**config.mk**
```make
export PLATFORM = sky130hd
export DESIGN_NAME = uart_receiver
export DESIGN_NICKNAME = d
export VERILOG_FILES = /design/src/rtl/uart_receiver.sv
export SDC_FILE = /design/constraint.sdc
export NUM_CORES = 1
export LEC_CHECK = 0
export ABC_AREA = 1
export CORE_UTILIZATION = 55
export DETAILED_ROUTE_END_ITERATION = 8
export PLACE_DENSITY = 0.75
export SLEW_MARGIN = 40
export SYNTH_ARGS = -nofsm -noshare
export SYNTH_HDL_FRONTEND = slang
export SYNTH_SLANG_ARGS = --single-unit
```
**constraint.sdc**
```tcl
create_clock -name clk -period 1.9 [get_ports clk]
set_clock_uncertainty 0.15 [all_clocks]
set_input_delay 0.475 -clock clk [delete_from_list [all_inputs] [get_ports clk]]
set_output_delay 0.475 -clock clk [all_outputs]
set_load 0.05 [all_outputs]
```
**src/rtl/uart_receiver.sv**
```systemverilog
`default_nettype none
// ============================================================================
// Module   : uart_receiver
// Brief    : Serial-to-parallel UART receiver. 8 data bits LSB first,
//            optional odd/even parity, one stop bit, mid-bit sampling.
// Revision : 1.0 - initial release
// ============================================================================
module uart_receiver #(
  parameter int CLKS_PER_BIT = 5208,
  parameter int SYNC_STAGES  = 2
) (
  input  logic       clk,
  input  logic       rst,            // asynchronous, active-low
  input  logic       serial_in,
  input  logic [1:0] parity_type,
  output logic [7:0] data_out,
  output logic       data_valid,
  output logic       parity_error,
  output logic       framing_error,
  output logic       busy
);

  localparam int            CW    = $clog2(CLKS_PER_BIT);
  localparam logic [CW-1:0] C_LAST = CW'(CLKS_PER_BIT - 1);
  localparam logic [CW-1:0] C_HALF = CW'(CLKS_PER_BIT / 2 - 1);

  typedef enum logic [2:0] {
    S_IDLE   = 3'd0,
    S_START  = 3'd1,
    S_DATA   = 3'd2,
    S_PARITY = 3'd3,
    S_STOP   = 3'd4
  } state_e;

  logic [SYNC_STAGES-1:0] sync_q;
  logic                   rx_s;

  state_e        state_q,  state_d;
  logic [CW-1:0] cnt_q,    cnt_d;
  logic [2:0]    bit_idx_q, bit_idx_d;
  logic [7:0]    shift_q,  shift_d;
  logic [1:0]    ptype_q,  ptype_d;
  logic          pfail_q,  pfail_d;
  logic          armed_q,  armed_d;
  logic [7:0]    data_q,   data_d;
  logic          dv_q,     dv_d;
  logic          perr_q,   perr_d;
  logic          ferr_q,   ferr_d;

  // Synchroniser chain; resets to the idle (high) line level.
  always_ff @(posedge clk or negedge rst) begin
    if (!rst) begin
      sync_q <= '1;
    end else begin
      sync_q <= {sync_q[SYNC_STAGES-2:0], serial_in};
    end
  end

  assign rx_s = sync_q[SYNC_STAGES-1];

  // State, counters, datapath and output registers.
  always_ff @(posedge clk or negedge rst) begin
    if (!rst) begin
      state_q   <= S_IDLE;
      cnt_q     <= '0;
      bit_idx_q <= '0;
      shift_q   <= '0;
      ptype_q   <= '0;
      pfail_q   <= 1'b0;
      armed_q   <= 1'b0;
      data_q    <= '0;
      dv_q      <= 1'b0;
      perr_q    <= 1'b0;
      ferr_q    <= 1'b0;
    end else begin
      state_q   <= state_d;
      cnt_q     <= cnt_d;
      bit_idx_q <= bit_idx_d;
      shift_q   <= shift_d;
      ptype_q   <= ptype_d;
      pfail_q   <= pfail_d;
      armed_q   <= armed_d;
      data_q    <= data_d;
      dv_q      <= dv_d;
      perr_q    <= perr_d;
      ferr_q    <= ferr_d;
    end
  end

  // Next-state logic: bit timing, sampling and frame completion.
  always_comb begin
    state_d   = state_q;
    cnt_d     = cnt_q + CW'(1);
    bit_idx_d = bit_idx_q;
    shift_d   = shift_q;
    ptype_d   = ptype_q;
    pfail_d   = pfail_q;
    armed_d   = armed_q;
    data_d    = data_q;
    dv_d      = 1'b0;
    perr_d    = perr_q;
    ferr_d    = ferr_q;

    case (state_q)
      S_IDLE: begin
        cnt_d     = '0;
        bit_idx_d = '0;
        // Only a high-to-low transition seen after an idle-high period
        // starts a frame, so a held break never retriggers reception.
        if (rx_s) begin
          armed_d = 1'b1;
        end else if (armed_q) begin
          state_d = S_START;
        end
      end

      S_START: begin
        if (cnt_q == C_HALF) begin
          cnt_d = '0;
          if (rx_s) begin
            state_d = S_IDLE;          // glitch, not a real start bit
          end else begin
            state_d = S_DATA;
            ptype_d = parity_type;     // held for the whole frame
            pfail_d = 1'b0;
          end
        end
      end

      S_DATA: begin
        if (cnt_q == C_LAST) begin
          cnt_d     = '0;
          shift_d   = {rx_s, shift_q[7:1]};
          bit_idx_d = bit_idx_q + 3'd1;
          if (bit_idx_q == 3'd7) begin
            bit_idx_d = '0;
            state_d   = (ptype_q == 2'd1 || ptype_q == 2'd2) ? S_PARITY : S_STOP;
          end
        end
      end

      S_PARITY: begin
        if (cnt_q == C_LAST) begin
          cnt_d   = '0;
          state_d = S_STOP;
          // Even parity expects XOR of data; odd expects its inverse.
          pfail_d = rx_s ^ ((ptype_q == 2'd2) ? (^shift_q) : ~(^shift_q));
        end
      end

      S_STOP: begin
        if (cnt_q == C_LAST) begin
          cnt_d   = '0;
          state_d = S_IDLE;
          dv_d    = 1'b1;
          data_d  = shift_q;
          perr_d  = pfail_q;
          ferr_d  = ~rx_s;
          if (!rx_s) begin
            armed_d = 1'b0;
          end
        end
      end

      default: begin
        state_d = S_IDLE;
        cnt_d   = '0;
      end
    endcase
  end

  assign data_out      = data_q;
  assign data_valid    = dv_q;
  assign parity_error  = perr_q;
  assign framing_error = ferr_q;
  assign busy          = (state_q != S_IDLE);

endmodule
`default_nettype wire

```
==> results of run 1 <==
power by group through the flow:
stage	Combinational [mW]	Sequential [mW]	Clock, mW
final	0.795	1.11	0.603
after global routing	0.904	1.13	0.652
after CTS	0.772	1.11	0.616
after detailed placement	0.767	1.12	0
after global placement	0.765	1.12	0
after floorplan	0.595	1.11	0
repair_timing:
| action | 4_1_cts | 5_1_grt |
|---|---|---|
| resized for setup | 0 | 4 |
| endpoints found under the hold margin | 0 | 0 |
| setup endpoints to repair | 0 | 3 |
registers in the layout (all words and copies together) (netlist names):
signal	flops
armed_q	1
bit_idx_q	3
cnt_q	13
data_out	8
data_valid	1
framing_error	1
parity_error	1
pfail_q	1
ptype_q	2
shift_q	8
state_q	3
sync_q	2
final cells by class:
type	instances	area, sq um
Inverter	42	161
Tap cell	50	62.6
Clock buffer	7	86.3
Fill cell	346	1380
Timing Repair Buffer	20	193
Multi-Input combinational cell	201	1030
Sequential cell	44	1100
Clock inverter	1	7.51
through the flow:
step / instance area (sq um) / total power, mW / instances
floorplan: 2330 / 1.70 / 291
global placement: 2550 / 1.89 / 357
detailed placement: 2550 / 1.89 / 357
CTS: 2640 / 2.50 / 365
global route: 2650 / 2.68 / 365
finish: 2650 / 2.51 / 365
worst max-delay path by stage:
stage	to
2_1_floorplan	state_q[1]
3_3_place_gp	cnt_q[9]
3_5_place_dp	bit_idx_q[0]
4_1_cts	busy
5_1_grt	armed_q
6_report	busy
worst max-delay path: stages (launching register included):
cell and delay [ps]:
dfrtp_1 420, nor2_2 150, nand2_2 130, buf_12 170
layer usage:
layer,part of all wire [%],vias up
met5,0,-
met3,4.0,8
li1,-,956
met4,1.6,0
met2,47,34
met1,47,894
cell families after synthesis:
logic type,Yosys count,synth area share (%)
compound gates,34,9.87
simple gates,158,30.2
fa+ha+maj,4,2.15
xor+xnor,5,1.88
flops,44,47.3
buf+inv,46,8.58
cell usage in the layout, fill, tap and decap left out, drive strengths merged, types with 2 or more instances in the layout:
cell type       n
clkdlybuf4s50   3
a21oi           9
inv            41
xor2            4
dfstp           2
clkbuf          7
dfrtp          42
nor3            6
nand3          20
ha              4
nand2          96
nor2           33
o21ai          25
buf            17
==> results.cfg, run 1 <==
[run_status]
outcome = finished, violations left
violations = negative hold slack

[die]
num_rows = 23
core-area_sq_um = 4030
pin_count = 17
die_x_um = 67.1
die-area_sq_um = 4510
die_h_um = 67.1
start_util_pct = 57.9

[grt]
grt_max_degree = 45
grt_pass1_vias = 1712
grtUsageTotal_pct = 21.7
grt_util_met1_pct = 28.0
top_usage_layer = met2
gr-total-overflow = 0
antenna_found_initial = 0
use_met2_pct = 35.1
grtUsageMet3_pct = 4.28
grt_pass1_wl_mm = 7.29

[route]
vias = 1892
drc = 0
ant_nets = 0
totalWireLength_mm = 4.40
drtIter0Drc = 139
vias_per_cell = 5.18
avgRoutedWirePerCell_um = 12.0
drt_pre_antenna_iters = 4

[synth]
synth.yosys.warnings = 0
synthArstFlopShare_pct = 100
seq_area_frac_synth_pct = 47.3
synth_largest_area_cell = dfrtp_1
avgSynthCellArea_sq_um = 8.01
synth_cells = 291
synth_edf_count = 0
synth.distinct_cells = 27
syn_area_sq_um = 2330
synth_common_cells = nand2_1, dfrtp_1, inv_1
synth_flop_cell = dfrtp_1
ys_ff_latch = 44
syn-num-nets = 300
yosysMostFrequentCell = nand2_1
synth_top_area_share_pct = 45.1
synthTopCellsByArea = dfrtp_1, nand2_1, inv_1

[layout]
syn_to_final_growth_pct = 13.5
num_antenna_cells = 0
nets = 323
fin_util_pct = 65.7
layout-drive-gt1-share_pct = 20.0

[place]
dpl.hpwl_mm = 3.18
post-place-ws_ps = 163
gp_congestion = 0.887
port_buffers = 16

[pwr]
p_int_mw = 1.59
pwr-share-clk_pct = 24.0
p_leak_nw = 1.35
comb_power_share_pct = 31.7
p_switching_mw = 0.919
power_density_nw_per_um2 = 948
sw_frac_of_total_pct = 36.6
pwr-share-seq_pct = 44.3
vdd_drop_max_uv = 679

[timing]
rsz0062_at_grt = false
relSlewSlack_pct = 81.2
max_freq_mhz = 558
tns_ps = 0
min_period_over_period_pct = 94.3
period_needed_ps = 1790
worst_pin_slew_ps = 280
setup_violations = 0
hold_ws_ps = -5.96
finalMaxSlewViolations = 0
fin_ws_ps = 108
final_hold_viol_count = 6

[clocking]
cts.reportedPaths.clkPinSlew_ps = 80
htreeDepth = 2
cts_setup_buffers = 0
cts_root_buf = clkbuf_8
clock_path_buffers = 2
cts_buffers = 5
ctsHoldBuffers = 0
cts.sinks = 44
clk-insertion-delay-late_ps = 290
cts_tree = yes

[worst_setup_path]
cp_max_fo = 6
crit_arrival_ps = 1170
r2r_cells = 9
r2r-end = bit_idx_q[0]
r2r_start = cnt_q[0]
reg2reg_slack_ps = 150
cp-startpoint = state_q[0]
worstSetupPathType = reg2out
worst_setup_path_end_kind = output port
start_kind = flop
cp.required_ps = 1270

[min_path]
hold_path.class = in2async

[flow_run]
cap_violations = 0
No activity file was read; power rests on OpenSTA's default activity.
==> run 2, diff against run 1 <==
- CORE_UTILIZATION: 55 -> 52
- clock period: 1.9 -> 1.6 ns (I/O delays scaled with it)
==> results.cfg, run 2 (synthesized netlist as in run 1, its figures left out) <==
[run_status]
outcome = finished, violations left
violations = negative setup slack

[timing]
worst_pin_slew_ps = 306
final_hold_viol_count = 0
rsz0062_at_grt = true
hold_ws_ps = 213
tns_ps = -2390
finalMaxSlewViolations = 0
max_freq_mhz = 575
setup_violations = 41
period_needed_ps = 1740
relSlewSlack_pct = 79.4
fin_ws_ps = -141
min_period_over_period_pct = 109

[worst_setup_path]
cp_max_fo = 3
worstSetupPathType = reg2reg
crit_top_cell = nand2_1
crit_arrival_ps = 1780
worst_path_largest_cell_delay_ps = 400
start_kind = flop
crit_chain = ha_4, buf_4, nand2_1, nor2_1, nand3_1, nand2_2, nand2_2, inv_2, nand3_2, nand2_1, nand2_1
cpMaxStageDelayCell = dfrtp_1
worst_setup_path_end_kind = flop
cp.required_ps = 1640

[layout]
fin_util_pct = 79.3
layout_common_cells = nand2_1, dfrtp_1, inv_1, buf_4, nor2_1
layout-drive-gt1-share_pct = 39.1
top_register = cnt_q
num_antenna_cells = 0
syn_to_final_growth_pct = 40.9
largest_reg_flops = 13
final_area_sq_um = 3290
mostFrequentLayoutCell = nand2_1
fin_cells = 395
nets = 353

[clocking]
cts.reportedPaths.clkPinSlew_ps = 80
htreeDepth = 2
cts_root_buf = clkbuf_8
clock_path_buffers = 2
clk-insertion-delay-late_ps = 300
cts_buffers = 5
cts_tree = yes
cts.sinks = 44

[grt]
gr-total-overflow = 0
antenna_found_initial = 0
grt_pass1_wl_mm = 8.96
grt_pass1_vias = 2040
grt_max_degree = 26
grtUsageTotal_pct = 26.1

[min_path]
hold_path.class = reg2reg

[route]
drc = 0
totalWireLength_mm = 5.84
vias = 2135
vias_per_cell = 5.41
avgRoutedWirePerCell_um = 14.8
ant_nets = 0
drt_pre_antenna_iters = 4
drtIter0Drc = 145

[place]
gp_congestion = 0.849
placed_area_sq_um = 2820
dpl.cell_count = 373
port_buffers = 16
dpl.hpwl_mm = 3.54

[die]
die-area_sq_um = 4760
die_h_um = 69.0
pin_count = 17
num_rows = 23
die_x_um = 69.0
core-area_sq_um = 4140
start_util_pct = 56.3

[pwr]
power_density_nw_per_um2 = 1070
p_leak_nw = 1.60
comb_power_share_pct = 42.5
vdd_drop_max_uv = 973
pwr-share-seq_pct = 38.0
p_switching_mw = 1.41
pwr-share-clk_pct = 19.5
p_int_mw = 2.10
sw_frac_of_total_pct = 40.3

[flow_run]
cap_violations = 0
[run 2: cell count changes in the layout (fill, tap and decap cells not counted), sizes merged]
| cell | change |
|---|---|
| buf | +29 |
| dlygate4sd3 | +1 |
| clkinv | +1 |
| inv | -1 |
[run 2: metrics by stage]
stage	total power [mW]	setup WS, ps
floorplan	2.03	46.2
global placement	2.34	-26.5
detailed placement	2.37	-94.4
CTS	3.33	-56.9
global route	3.70	-248
finish	3.51	-141
[run 2: layout make-up]
class | instances | area, sq um
multi-input combinational | 201 | 1260
sequential | 44 | 1100
fill | 246 | 857
timing repair buffer | 50 | 609
inverter | 42 | 173
clock buffer | 7 | 76.3
tap | 50 | 62.6
clock inverter | 1 | 5.00
[run 2: final timing paths]
| check | from | to | slack, ps | depth (start not counted) |
|---|---|---|---|---|
| max in group asynchronous | rst | sync_q[1] | 420 | 3 |
| min in group asynchronous | rst | cnt_q[3] | 370 | 2 |
| worst max-delay path | cnt_q[0] | state_q[1] | -140 | 11 |
| worst min register to register | sync_q[0] | sync_q[1] | 210 | 0 |
| worst min-delay path | sync_q[0] | sync_q[1] | 210 | 0 |
| worst max register to register | cnt_q[0] | state_q[1] | -140 | 11 |
[run 2: per-layer routing]
| metal | GRT usage [%] | part of all wire [%] | up-vias |
|---|---|---|---|
| met5 | 0 | 0 | - |
| met4 | 10.5 | 2.9 | 0 |
| met3 | 5.10 | 3.7 | 18 |
| met2 | 43.8 | 51 | 58 |
| met1 | 32.8 | 42 | 1045 |
| li1 | - | - | 1014 |
[run 2: worst max-delay path: cells and delay by family (launching register included)]
kind	cells	cell delay, ps
DFF	1	400
adders and majority gates	1	180
buffers and inverters	2	190
and+or+nand+nor	8	740
[run 2: power groups by stage]
stage / clock network (mW) / logic [mW] / registers (mW)
2_1_floorplan: 0 / 0.714 / 1.31
3_3_place_gp: 0 / 1.02 / 1.32
3_5_place_dp: 0 / 1.05 / 1.32
4_1_cts: 0.698 / 1.33 / 1.31
5_1_grt: 0.732 / 1.62 / 1.34
6_report: 0.684 / 1.49 / 1.33
[run 2: what timing repair did]
item / CTS / global route
resized for setup: 53 / 24
cloned: 1 / 0
endpoints found under the hold margin: 10 / 0
pin swaps: 9 / 13
setup buffers: 7 / 5
setup endpoints to repair: 37 / 42
hold buffers: 1 / 0
